`src/rtl/alu_sequencer.sv`:
```
// Multi-cycle ALU sequencer sharing one ripple adder across one or two passes.
// Optional accumulator ops (ACC, CLRACC) enabled by defining ALU_SEQ_ACC_EN.
module alu_sequencer #(
  parameter int WIDTH = 4
) (
  input  logic             clk,
  input  logic             rst,
  input  logic             req,
  input  logic [2:0]       op,
  input  logic [WIDTH-1:0] V1,
  input  logic [WIDTH-1:0] V2,
  output logic             ready,
  output logic             valid,
  input  logic             ack,
  output logic [WIDTH-1:0] R,
  output logic             ovf,
  output logic             err
);

  localparam logic [2:0] OP_ADD  = 3'b000;
  localparam logic [2:0] OP_SUB  = 3'b001;
  localparam logic [2:0] OP_ABS  = 3'b010;
  localparam logic [2:0] OP_ABSD = 3'b011;
  localparam logic [2:0] OP_NEG  = 3'b100;
`ifdef ALU_SEQ_ACC_EN
  localparam logic [2:0] OP_ACC  = 3'b101;
  localparam logic [2:0] OP_CLR  = 3'b110;
`endif

  typedef enum logic [1:0] {
    IDLE,
    EXEC1,
    EXEC2,
    DONE
  } state_t;

  state_t state, state_nx;

  logic [WIDTH-1:0] a, b;
  logic [2:0]       opr;
  logic [WIDTH-1:0] ax, ay, sum;
  logic             cin, cmsb, cout, pass_ovf;
  logic             pass, bad;
`ifdef ALU_SEQ_ACC_EN
  logic [WIDTH-1:0] acc;
  logic             clr;
`endif

  // Returns {carry out, carry into MSB, sum}
  function automatic logic [WIDTH+1:0] ripple(
    input logic [WIDTH-1:0] x,
    input logic [WIDTH-1:0] y,
    input logic             ci
  );
    logic             c;
    logic             cm;
    logic [WIDTH-1:0] s;
    c  = ci;
    cm = ci;
    s  = '0;
    for (int i = 0; i < WIDTH; i++) begin
      if (i == WIDTH - 1) cm = c;
      s[i] = x[i] ^ y[i] ^ c;
      c    = (x[i] & y[i]) | (c & (x[i] ^ y[i]));
    end
    return {c, cm, s};
  endfunction

  assign {cout, cmsb, sum} = ripple(ax, ay, cin);
  assign pass_ovf = cout ^ cmsb;

  always_comb begin
    ax   = a;
    ay   = b;
    cin  = 1'b0;
    pass = 1'b1;
    bad  = 1'b0;
`ifdef ALU_SEQ_ACC_EN
    clr  = 1'b0;
`endif
    if (state == EXEC2) begin
      ax  = ~R;
      ay  = '0;
      cin = 1'b1;
    end else begin
      unique case (opr)
        OP_ADD: ;
        OP_SUB, OP_ABSD: begin
          ay  = ~b;
          cin = 1'b1;
        end
        OP_NEG: begin
          ax  = ~a;
          ay  = '0;
          cin = 1'b1;
        end
        OP_ABS: begin
          ay = '0;
          if (a[WIDTH-1]) begin
            ax  = ~a;
            cin = 1'b1;
          end
        end
`ifdef ALU_SEQ_ACC_EN
        OP_ACC: begin
          ax = acc;
          ay = a;
        end
        OP_CLR: begin
          pass = 1'b0;
          clr  = 1'b1;
        end
`endif
        default: begin
          pass = 1'b0;
          bad  = 1'b1;
        end
      endcase
    end
  end

  always_ff @(posedge clk) begin
    if (rst) state <= IDLE;
    else     state <= state_nx;
  end

  always_comb begin
    state_nx = state;
    unique case (state)
      IDLE:  if (req) state_nx = EXEC1;
      EXEC1: state_nx = (opr == OP_ABSD) ? EXEC2 : DONE;
      EXEC2: state_nx = DONE;
      DONE:  if (ack) state_nx = IDLE;
      default: state_nx = IDLE;
    endcase
  end

  always_ff @(posedge clk) begin
    if (rst) begin
      a   <= '0;
      b   <= '0;
      opr <= '0;
      R   <= '0;
      ovf <= 1'b0;
      err <= 1'b0;
`ifdef ALU_SEQ_ACC_EN
      acc <= '0;
`endif
    end else begin
      unique case (state)
        IDLE: begin
          if (req) begin
            a   <= V1;
            b   <= V2;
            opr <= op;
          end
        end
        EXEC1: begin
          R   <= pass ? sum : '0;
          ovf <= pass & pass_ovf;
          err <= bad;
`ifdef ALU_SEQ_ACC_EN
          if (opr == OP_ACC) acc <= sum;
          if (clr)           acc <= '0;
`endif
        end
        EXEC2: begin
          // Negate only a negative intermediate difference
          if (R[WIDTH-1]) begin
            R   <= sum;
            ovf <= ovf | pass_ovf;
          end
        end
        default: ;
      endcase
    end
  end

  assign ready = (state == IDLE);
  assign valid = (state == DONE);

endmodule

```
`config.mk`:
```
export PLATFORM = sky130hd
export DESIGN_NAME = alu_sequencer
export DESIGN_NICKNAME = d
export VERILOG_FILES = /design/src/rtl/alu_sequencer.sv
export SDC_FILE = /design/constraint.sdc
export NUM_CORES = 1
export LEC_CHECK = 0
export CELL_PAD_IN_SITES_DETAIL_PLACEMENT = 1
export CELL_PAD_IN_SITES_GLOBAL_PLACEMENT = 2
export CORE_MARGIN = 2
export CORE_UTILIZATION = 29
export DETAILED_ROUTE_END_ITERATION = 12
export MAX_ROUTING_LAYER = met4
export PLACE_DENSITY = 0.84
export SLEW_MARGIN = 0
export SYNTH_ARGS = -nofsm -noshare
export SYNTH_HDL_FRONTEND = slang
export SYNTH_SLANG_ARGS = --single-unit
export TNS_END_PERCENT = 5
```
`constraint.sdc`:
```
create_clock -name clk -period 4.47 [get_ports clk]
set_input_delay 0.6705 -clock clk [delete_from_list [all_inputs] [get_ports clk]]
set_output_delay 0.6705 -clock clk [all_outputs]
set_load 0.03 [all_outputs]
```
Yosys cells after proc, flatten, opt, wreduce, memory -nomap -nowiden
Cells that the tools add are included.
Widths: inputs -> output; s select.

storage, ports and cells
  register bits after elaboration = 19

cells by class
  equal/unequal tests = 10
  muxes and demuxes = 21
  bitwise gates (word level) = 26
  reductions and logical operators = 10

operator list
  cell                count
  $pmux 4 s2          3
  $mux 4              5
  $not 4->4           3
  $and 1x1->1         9
  $xor 1x1->1         9
  $mux 1              8
  $pmux 2 s4          1
  $eq 3x2->1 const B  2
  $reduce_and 2->1    3
  $or 1x1->1          5
  $reduce_or 5->1     1
  $eq 2x2->1 const B  2
  $mux 2              2
  $ne 2x2->1 const B  2
  $pmux 1 s2          2
  $reduce_or 2->1     2
  $eq 3x1->1 const B  1
  $eq 3x3->1 const B  1
  $logic_not 3->1     1
  $reduce_or 3->1     1
  $eq 2x1->1 const B  1
  $logic_not 2->1     1
  $ne 2x1->1 const B  1
  $reduce_bool 2->1   1

Longest topological paths before layout
  word-level depth = 17
  mapped depth = 14

Least setup slack after synthesis
OpenSTA, ideal clock, no wires.

  path type = reg-to-reg
  start point = reg state[0]
  end point = reg R[3]
  setup time = 0.070 ns
  data arrival time = 3.350 ns
  slack = 1.049 ns
  cell stages (with the launch flop) = 13
  path buffers = 1
  period minus slack after synthesis = 3.421 ns
  cell sequence = dfxtp_1 inv_1 ha_1 clkbuf_2 or3_1 nand3_1 fa_1 inv_1 fa_1 fa_1 fa_1 or4_1 a21oi_1

on the way
  longest elaborated chain between the ends = 12
  elaborated cells between the ends (all ways) = 24
  those cells by class = eq/ne (2); mux (7); bitwise (14); reduce/logical (1)

ends and longest elaborated chain
  element                           line      source
  start: declaration                37        state_t state, state_nx;
  start signal: assignment          124       else state <= state_nx;
  $eq 2x2->1                        81, 150
  $mux 4                            81        if (state == EXEC2) begin
  $xor 1x1->1                       64        c = (x[i] & y[i]) | (c & (x[i] ^ y[i]));
  $and 1x1->1                       64
  $or 1x1->1                        64
  $and 1x1->1                       64
  $or 1x1->1                        64
  $and 1x1->1                       64
  $or 1x1->1                        64
  $xor 1x1->1                       63        s[i] = x[i] ^ y[i] ^ c;
  $mux 4, on equally long branches  169, 159
  $pmux 4 s2                        150       unique case (state)
  end signal: assignment            159       R <= pass ? sum : '0;
  end signal: assignment            170       R <= sum;
  end: declaration                  15        output logic [WIDTH-1:0] R,

Parallel ways exist; a longest one is shown, timed or not. The select of a mux whose other input is x is not followed.
A chain may end at the register's enable or synchronous reset.

Final worst setup path
Ends and elaborated chain as after synthesis.

==> flow_metrics.env <==
export IMPL_diodes=0
export IMPL_syn_inst=149
export IMPL_seq_area_frac_synth=0.317
export IMPL_drc_errors=0
export IMPL_setup_violations=0
export IMPL_crit_path_cell_trace="inv_1, ha_1, inv_1, o21ai_0, fa_1, inv_1, fa_1, fa_1, fa_1, or4_1, a21oi_1"
export IMPL_cts_setup_buffers=0
export IMPL_drt_wl_total_microns=3100
export IMPL_finalClockSkew_ns=0.00551
export IMPL_cp_data_arrival_time_ns=4.07
export IMPL_chipHeight_microns=68.3
export IMPL_leakage_nw=0.522
export IMPL_end_kind="flop"
export IMPL_grt_pass1_wl_microns=5270
export IMPL_syn_num_nets=172
export IMPL_mostFrequentLayoutCell="nand2_1"
export IMPL_die_w_microns=68.3
export IMPL_grt_ovfl_total=0
export IMPL_finalHoldViolations=0
export IMPL_htreeDepth=1
export IMPL_ys_warn_count=0
export IMPL_cts_tree="built"
export IMPL_power_density_nw_per_um2=506
export IMPL_slew_viol_final=0
export IMPL_path_class="reg -> reg"
export IMPL_fp_row_count=23
export IMPL_dr_pass1_iters=4
export IMPL_antenna_found_initial=0
export IMPL_worst_slew_pin_slew_ns=0.682
export IMPL_ys_seq_elements=19
export IMPL_slowest_delay_ns=0.62
export IMPL_fillCellCount=478
export IMPL_cp_required_ns=4.65
export IMPL_first_iter_violations=58
export IMPL_slowest_stage="ha_1"
export IMPL_syn_to_final_growth_pct=23.9
export IMPL_period_needed_ns=3.89
export IMPL_final_antenna_net_count=0
export IMPL_ys_flop_type="dfxtp_1"
export IMPL_ir_drop_mv=0.176
export IMPL_gp_congestion=0.842
export IMPL_cts_sinks=19
export IMPL_hpwl_microns=2430
export IMPL_cts_hold_buf=0
export IMPL_vias_per_cell=5.21
export IMPL_outcome="completed"
export IMPL_fp_coreArea_sq_um=4000
export IMPL_cp_top_family="adder cells"
export IMPL_cts_resized=0
export IMPL_hold_path_class="reg -> reg"
export IMPL_wl_per_cell_microns=14.3
export IMPL_path_max_fanout=23
export IMPL_num_vias=1126
export IMPL_dieArea_sq_um=4670
export IMPL_cts_root_buffer_cell="clkbuf_8"
export IMPL_stdcell_area_sq_um=1490
export IMPL_cts_clk_slew_worst_paths_ns=0.08
export IMPL_fmax_mhz=257
export IMPL_crit_buf_inv=3
export IMPL_clockBufferDepth=2
export IMPL_syn_area_per_cell_sq_um=8.05
export IMPL_num_io_pins=23
export IMPL_startpoint_type="flop"
export IMPL_nNetsFinal=190
export IMPL_netlist_area_sq_um=1200
export IMPL_cp_common_cell="fa_1"
export IMPL_relSlewSlack=0.545
export IMPL_grt_pass1_vias=1154
export IMPL_setup_tns_ns=0
export IMPL_synth_edf_count=0
export IMPL_min_period_over_period=0.870
export IMPL_grt_max_degree=24
export IMPL_place_area_sq_um=1440
export IMPL_port_buffer_count=22
export IMPL_async_flop_share=0
export IMPL_rsz0062_at_grt="false"
export IMPL_grt_usage=0.153
export IMPL_layout_common_cells="24 x nand2_1, 22 x clkdlybuf4s50_1, 19 x dfxtp_1"
export IMPL_drive_above_1_share=0.0482
export IMPL_numCtsBuffers=3
export IMPL_initial_core_util=0.300
export IMPL_ys_types=41
export IMPL_clkLatencyLatePin_ns=0.26
export IMPL_maxCapViolCount=0
through the flow:
stage	util	instances	total power [mW]	setup slack, ns	hold slack (ns)
floorplan	-	149	0.514	1.05	0.450
global placement	0.359	212	0.612	0.780	0.470
detailed placement	0.359	212	0.635	0.587	0.469
CTS	0.372	216	0.764	0.564	0.482
global route	0.372	216	0.816	0.323	0.521
finish	0.372	216	0.752	0.583	0.482
kinds of logic after synthesis:
| group | count (synthesis) | share of synthesized area |
|---|---|---|
| and+or+nand+nor | 69 | 0.298 |
| AOI/OAI and AO/OA | 37 | 0.213 |
| xor gates and xnor gates | 1 | 0.00730 |
| buffers and inverters | 15 | 0.0563 |
| DFF | 19 | 0.317 |
| adders and majority gates | 8 | 0.108 |
area by class of cell:
class / instances / area (sq um) / share of cell area
flip-flops and latches: 19 / 380 / 0.256
clock inverters: 1 / 7.51 / 0.00505
repair buffers: 22 / 220 / 0.148
inverters: 6 / 22.5 / 0.0152
clock buffers: 3 / 41.3 / 0.0278
multi-input cells: 115 / 752 / 0.506
well taps: 50 / 62.6 / 0.0421
routing by layer:
metal	GRT usage	wire (microns)	up-vias
met5	-	0	-
met4	0.0150	9	0
met3	0.0395	112	2
met2	0.268	1550	20
met1	0.182	1430	546
li1	-	-	558
sequential cells by signal, indices dropped and copies added (netlist names):
name,flops
b,4
ovf,1
err,1
opr,3
a,4
R,4
state,2
worst min-delay path: stages, from the launching register on:
cell	delay (ns)
dfxtp_1	0.33
nand2_1	0.06
a21oi_1	0.05
synthesized netlist by cell type (2+ instances only):
cell type	number	area share
nand2_1	24	0.075
dfxtp_1	19	0.32
a21oi_1	14	0.058
nor3_1	11	0.046
nand2b_1	8	0.042
inv_1	6	0.019
nand3b_1	5	0.031
a31oi_1	4	0.021
clkbuf_1	4	0.013
fa_1	4	0.067
ha_1	4	0.042
nor2_1	4	0.013
a22o_1	3	0.022
nor2b_1	3	0.016
o21ai_0	3	0.013
a2111oi_0	2	0.015
a32o_1	2	0.017
and2_1	2	0.010
and4_1	2	0.015
buf_2	2	0.0083
nand3_1	2	0.0083
or2_2	2	0.010
power breakdown:
| part | switching, mW | internal, mW |
|---|---|---|
| Combinational | 0.220 | 0.163 |
| Clock | 0.0633 | 0.0630 |
| Sequential | 0.0377 | 0.204 |
| Total | 0.321 | 0.430 |
final timing paths:
path         startpoint  endpoint  slack, ns  depth (start not counted)
max            state[0]      R[3]       0.58                         11
min                b[1]      b[1]       0.48                          2
max reg2reg    state[0]      R[3]       0.58                         11
min reg2reg        b[1]      b[1]       0.48                          2
Power figures use the tool's default switching activity.
==> variant 1: new RTL, same settings <==
Make the reset (`rst`) asynchronous in 2 clocked blocks.
--- a/src/rtl/alu_sequencer.sv
+++ b/src/rtl/alu_sequencer.sv
@@ -119,7 +119,7 @@
     end
   end
 
-  always_ff @(posedge clk) begin
+  always_ff @(posedge clk or posedge rst) begin
     if (rst) state <= IDLE;
     else     state <= state_nx;
   end
@@ -135,7 +135,7 @@
     endcase
   end
 
-  always_ff @(posedge clk) begin
+  always_ff @(posedge clk or posedge rst) begin
     if (rst) begin
       a   <= '0;
       b   <= '0;
Formal check against the unedited RTL: differs if rst is asserted again (counterexample within 4 cycles, from zero or initial values and one cycle with rst high); with rst held inactive, the same outputs for 10 cycles.
==> variant 1 against the unedited design <==
Critical path depth rose by 1; synthesized area increased by 9.4%; sequential cell count did not move; critical endpoint is now R[3]; wire length fell by 4.7%; global-route usage decreased by 2.9 points; setup slack improved by 0.056 ns; design area rose by 7.4%.
Power is not shown: default switching activity piles up to over one toggle a cycle in this logic, so the estimate is an artifact.
==> variant 1: results (changes against the unedited design) <==
The run finished with clean final reports. The largest incremental delay on the critical path came out at 0.58 ns (-0.04 ns). The setup clock skew after layout is 0.00163 ns (-0.00388 ns), and the fraction of the mapped netlist area in compound gates is 16.6% (-4.7 points). Count of cells along the worst hold path: 1 (-1).

The tools report the data arrival at the endpoint of the critical path as 3.98 ns (-0.09 ns). The number of nets in the layout was 169 (-11%); the synthesized-area fraction occupied by adder cells was 9.91% (-0.93 points). The worst hold path terminates at err.

For the final HPWL from detailed placement, the log shows 2260 um (-7.0%). Global-route total usage across every layer: 12.4% (-2.9 points). The worst hold path begins at err. The logs give 0.803 (-4.7%) for the final weighted congestion in routability-driven placement and 982 (-15%) for the number of global-route vias before repair.

Amount of wire on met2 after detailed routing: 1420 um (-8.6%). For the sum of routed wire segments on met1, the log shows 1380 um (-3.4%). The global-route met1 utilization was 15.3% (-2.9 points); the first-pass GRT wire length was 4830 um (-8.4%). The logs give 42 (+2.4%) for the number of different library cells in the post-synthesis netlist and 1049 (-6.8%) for the total via count after detailed routing. The share of final-layout standard cells stronger than drive strength 1 is 6.21% (+1.4 points). Yosys attributes the largest share of cell area to sky130_fd_sc_hd__dfrtp_1 (36%), sky130_fd_sc_hd__mux2_1 (8.6%), sky130_fd_sc_hd__fa_1 (6.1%), sky130_fd_sc_hd__ha_1 (3.8%), sky130_fd_sc_hd__nand3b_1 (3.4%). The global routing met2 resource utilization was 20.0% (-6.9 points). The maximum number of pins on one net before global-route repair was 20 (-17%).

Ranked by instance count, the synthesized netlist is headed by sky130_fd_sc_hd__dfrtp_1 (19), sky130_fd_sc_hd__mux2_1 (10), sky130_fd_sc_hd__nand2_1 (8).
## variant 1: cell type report
class	instances	share of cell area, %
Clock buffer	4	2.82
Inverter	8	1.88
Multi-Input combinational cell	92	47.6
Sequential cell	19	29.8
Tap cell	52	4.08
Timing Repair Buffer	22	13.8
## variant 1: logic make-up (layout without fill, tap and decap cells)
kind of cell	count (synthesis)	after routing
simple gates	37	37
compound gates	29	29
flops	19	19
buf+inv	15	34
mux	13	13
fa+ha+maj	8	8
xor+xnor	5	5
## variant 1: through the flow
step | instance area, um^2 | setup WS (ns) | instances | hold slack, ns | utilization [%]
2_1_floorplan | 1310 | 1.15 | 126 | 0.508 | -
3_3_place_gp | 1550 | 0.880 | 193 | 0.495 | 35.6
3_5_place_dp | 1550 | 0.634 | 193 | 0.507 | 35.6
4_1_cts | 1600 | 0.602 | 197 | 0.520 | 36.7
5_1_grt | 1600 | 0.345 | 197 | 0.540 | 36.7
6_report | 1600 | 0.639 | 197 | 0.514 | 36.7
==> variant 2: new RTL, config.mk and constraints unchanged <==
Without the edit above. `WIDTH`: 4 -> 6.
--- a/src/rtl/alu_sequencer.sv
+++ b/src/rtl/alu_sequencer.sv
@@ -1,7 +1,7 @@
 // Multi-cycle ALU sequencer sharing one ripple adder across one or two passes.
 // Optional accumulator ops (ACC, CLRACC) enabled by defining ALU_SEQ_ACC_EN.
 module alu_sequencer #(
-  parameter int WIDTH = 4
+  parameter int WIDTH = 6
 ) (
   input  logic             clk,
   input  logic             rst,
Ports: changed (resized R, V1 and V2); port bits go from 23 to 29. The function was not compared with the original's and may differ.
==> variant 2 against the unedited design <==
Sequential cell count grew 6; synthesized area grew 36%; core utilization grew 0.95 points; setup slack lost 0.35 ns; wire length grew 39%; design area grew 40%; total power grew 63%; largest cell class unchanged.
==> variant 2: results (changes against the unedited design) <==
The average size of a mapped cell works out to 8.03 um^2 (-0.30%). The final HPWL from detailed placement came out at 3380 um (+39%). The average routed wire per standard cell is 14.2 um (-1.4%), and the transition at the pin with the smallest max-transition slack is 0.864 ns (+0.182 ns). The logs give 4320 um (+39%) for the wire length after detailed routing and 1511 (+34%) for the total via count after detailed routing. The global-route met1 utilization is 21.9% (+3.7 points). The run gives 30.6% (-1.1 points) as the post-synthesis sequential area ratio.

Highest-delay cell along the critical path: sky130_fd_sc_hd__or4_1. The number of different library cells in the post-synthesis netlist is 38 (-7.3%), and the final setup slack of the worst path is 0.238 ns (-0.345 ns). Number of I/O port buffers: 28 (+27%). The worst-case vdd ir drop is 180 uV (+2.0%). The number of cells traversed by the worst register-to-register path was 16 (+5); the post-placement cell count was 301 (+42%). After synthesis, the cell types taking the most area are sky130_fd_sc_hd__dfxtp_1 (31%), sky130_fd_sc_hd__fa_1 (7.3%), sky130_fd_sc_hd__nand2_1 (7.3%), sky130_fd_sc_hd__a21oi_1 (6.1%), sky130_fd_sc_hd__inv_1 (3.9%). Number of nets in the layout: 263 (+38%). The fraction of met3 tracks used by global routing was 2.05% (-1.9 points). The data arrival at the endpoint of the critical path was 4.43 ns (+0.36 ns); the share of final-layout standard cells stronger than drive strength 1 was 9.01% (+4.2 points). The cell area after placement was 2020 um^2 (+41%); the DRC marker count from the first detailed-route iteration was 66 (+14%).

The largest fanout of any net on the critical path came out at 7 (-70%). The flow ran to the end, and the final reports show no timing, DRC or antenna violations. Clock slew seen by the registers of the worst setup and hold paths: 0.10 ns (+0.02 ns).
[variant 2: cells by family after synthesis]
kind of cell	share of synthesized area (%)
adder cells (fa/ha/maj)	10.4
AND/OR/NAND/NOR	26.1
XOR/XNOR	3.74
flip-flops	30.6
AO/OA/AOI/OAI	20.4
buffers and inverters	8.17
multiplexers	0.611
[variant 2: critical path, delay by kind of cell (launching register included)]
family                     cells  cell delay (ns)
adders and majority gates      7             2.35
and+or+nand+nor                2             0.62
AOI/OAI and AO/OA              2             0.40
buffers and inverters          5             0.42
DFF                            1             0.36
[variant 2: worst paths after layout]
kind         startpoint  endpoint  slack (ns)
max            state[0]      R[5]        0.24
min                b[2]      b[2]        0.49
max reg2reg    state[0]      R[5]        0.24
min reg2reg        b[2]      b[2]        0.49
[variant 2: layout make-up]
cell class / instances / area [um^2] / area share (%)
clock buffer: 3 / 41.3 / 1.98
inverter: 18 / 67.6 / 3.24
clock inverter: 1 / 5.00 / 0.240
timing repair buffer: 39 / 363 / 17.4
tap: 72 / 90.1 / 4.32
sequential: 25 / 503 / 24.1
multi-input combinational: 147 / 1020 / 48.7
[variant 2: routing by layer]
layer | vias to the layer above | part of all wire, %
met4 | 0 | 0.86
met5 | - | 0
met1 | 712 | 50
li1 | 771 | -
met2 | 26 | 46
met3 | 2 | 3.0
[variant 2: where the power goes]
group	internal (mW)	switching (mW)
clock network	0.0625	0.0799
logic	0.325	0.412
registers	0.284	0.0616
total	0.671	0.554
[variant 2: timing repair]
| item | 4_1_cts | 5_1_grt |
|---|---|---|
| gates resized for setup | 0 | 5 |
| hold buffers | 0 | 0 |
| buffers inserted | 0 | 0 |
| endpoints found under the setup margin | 0 | 2 |
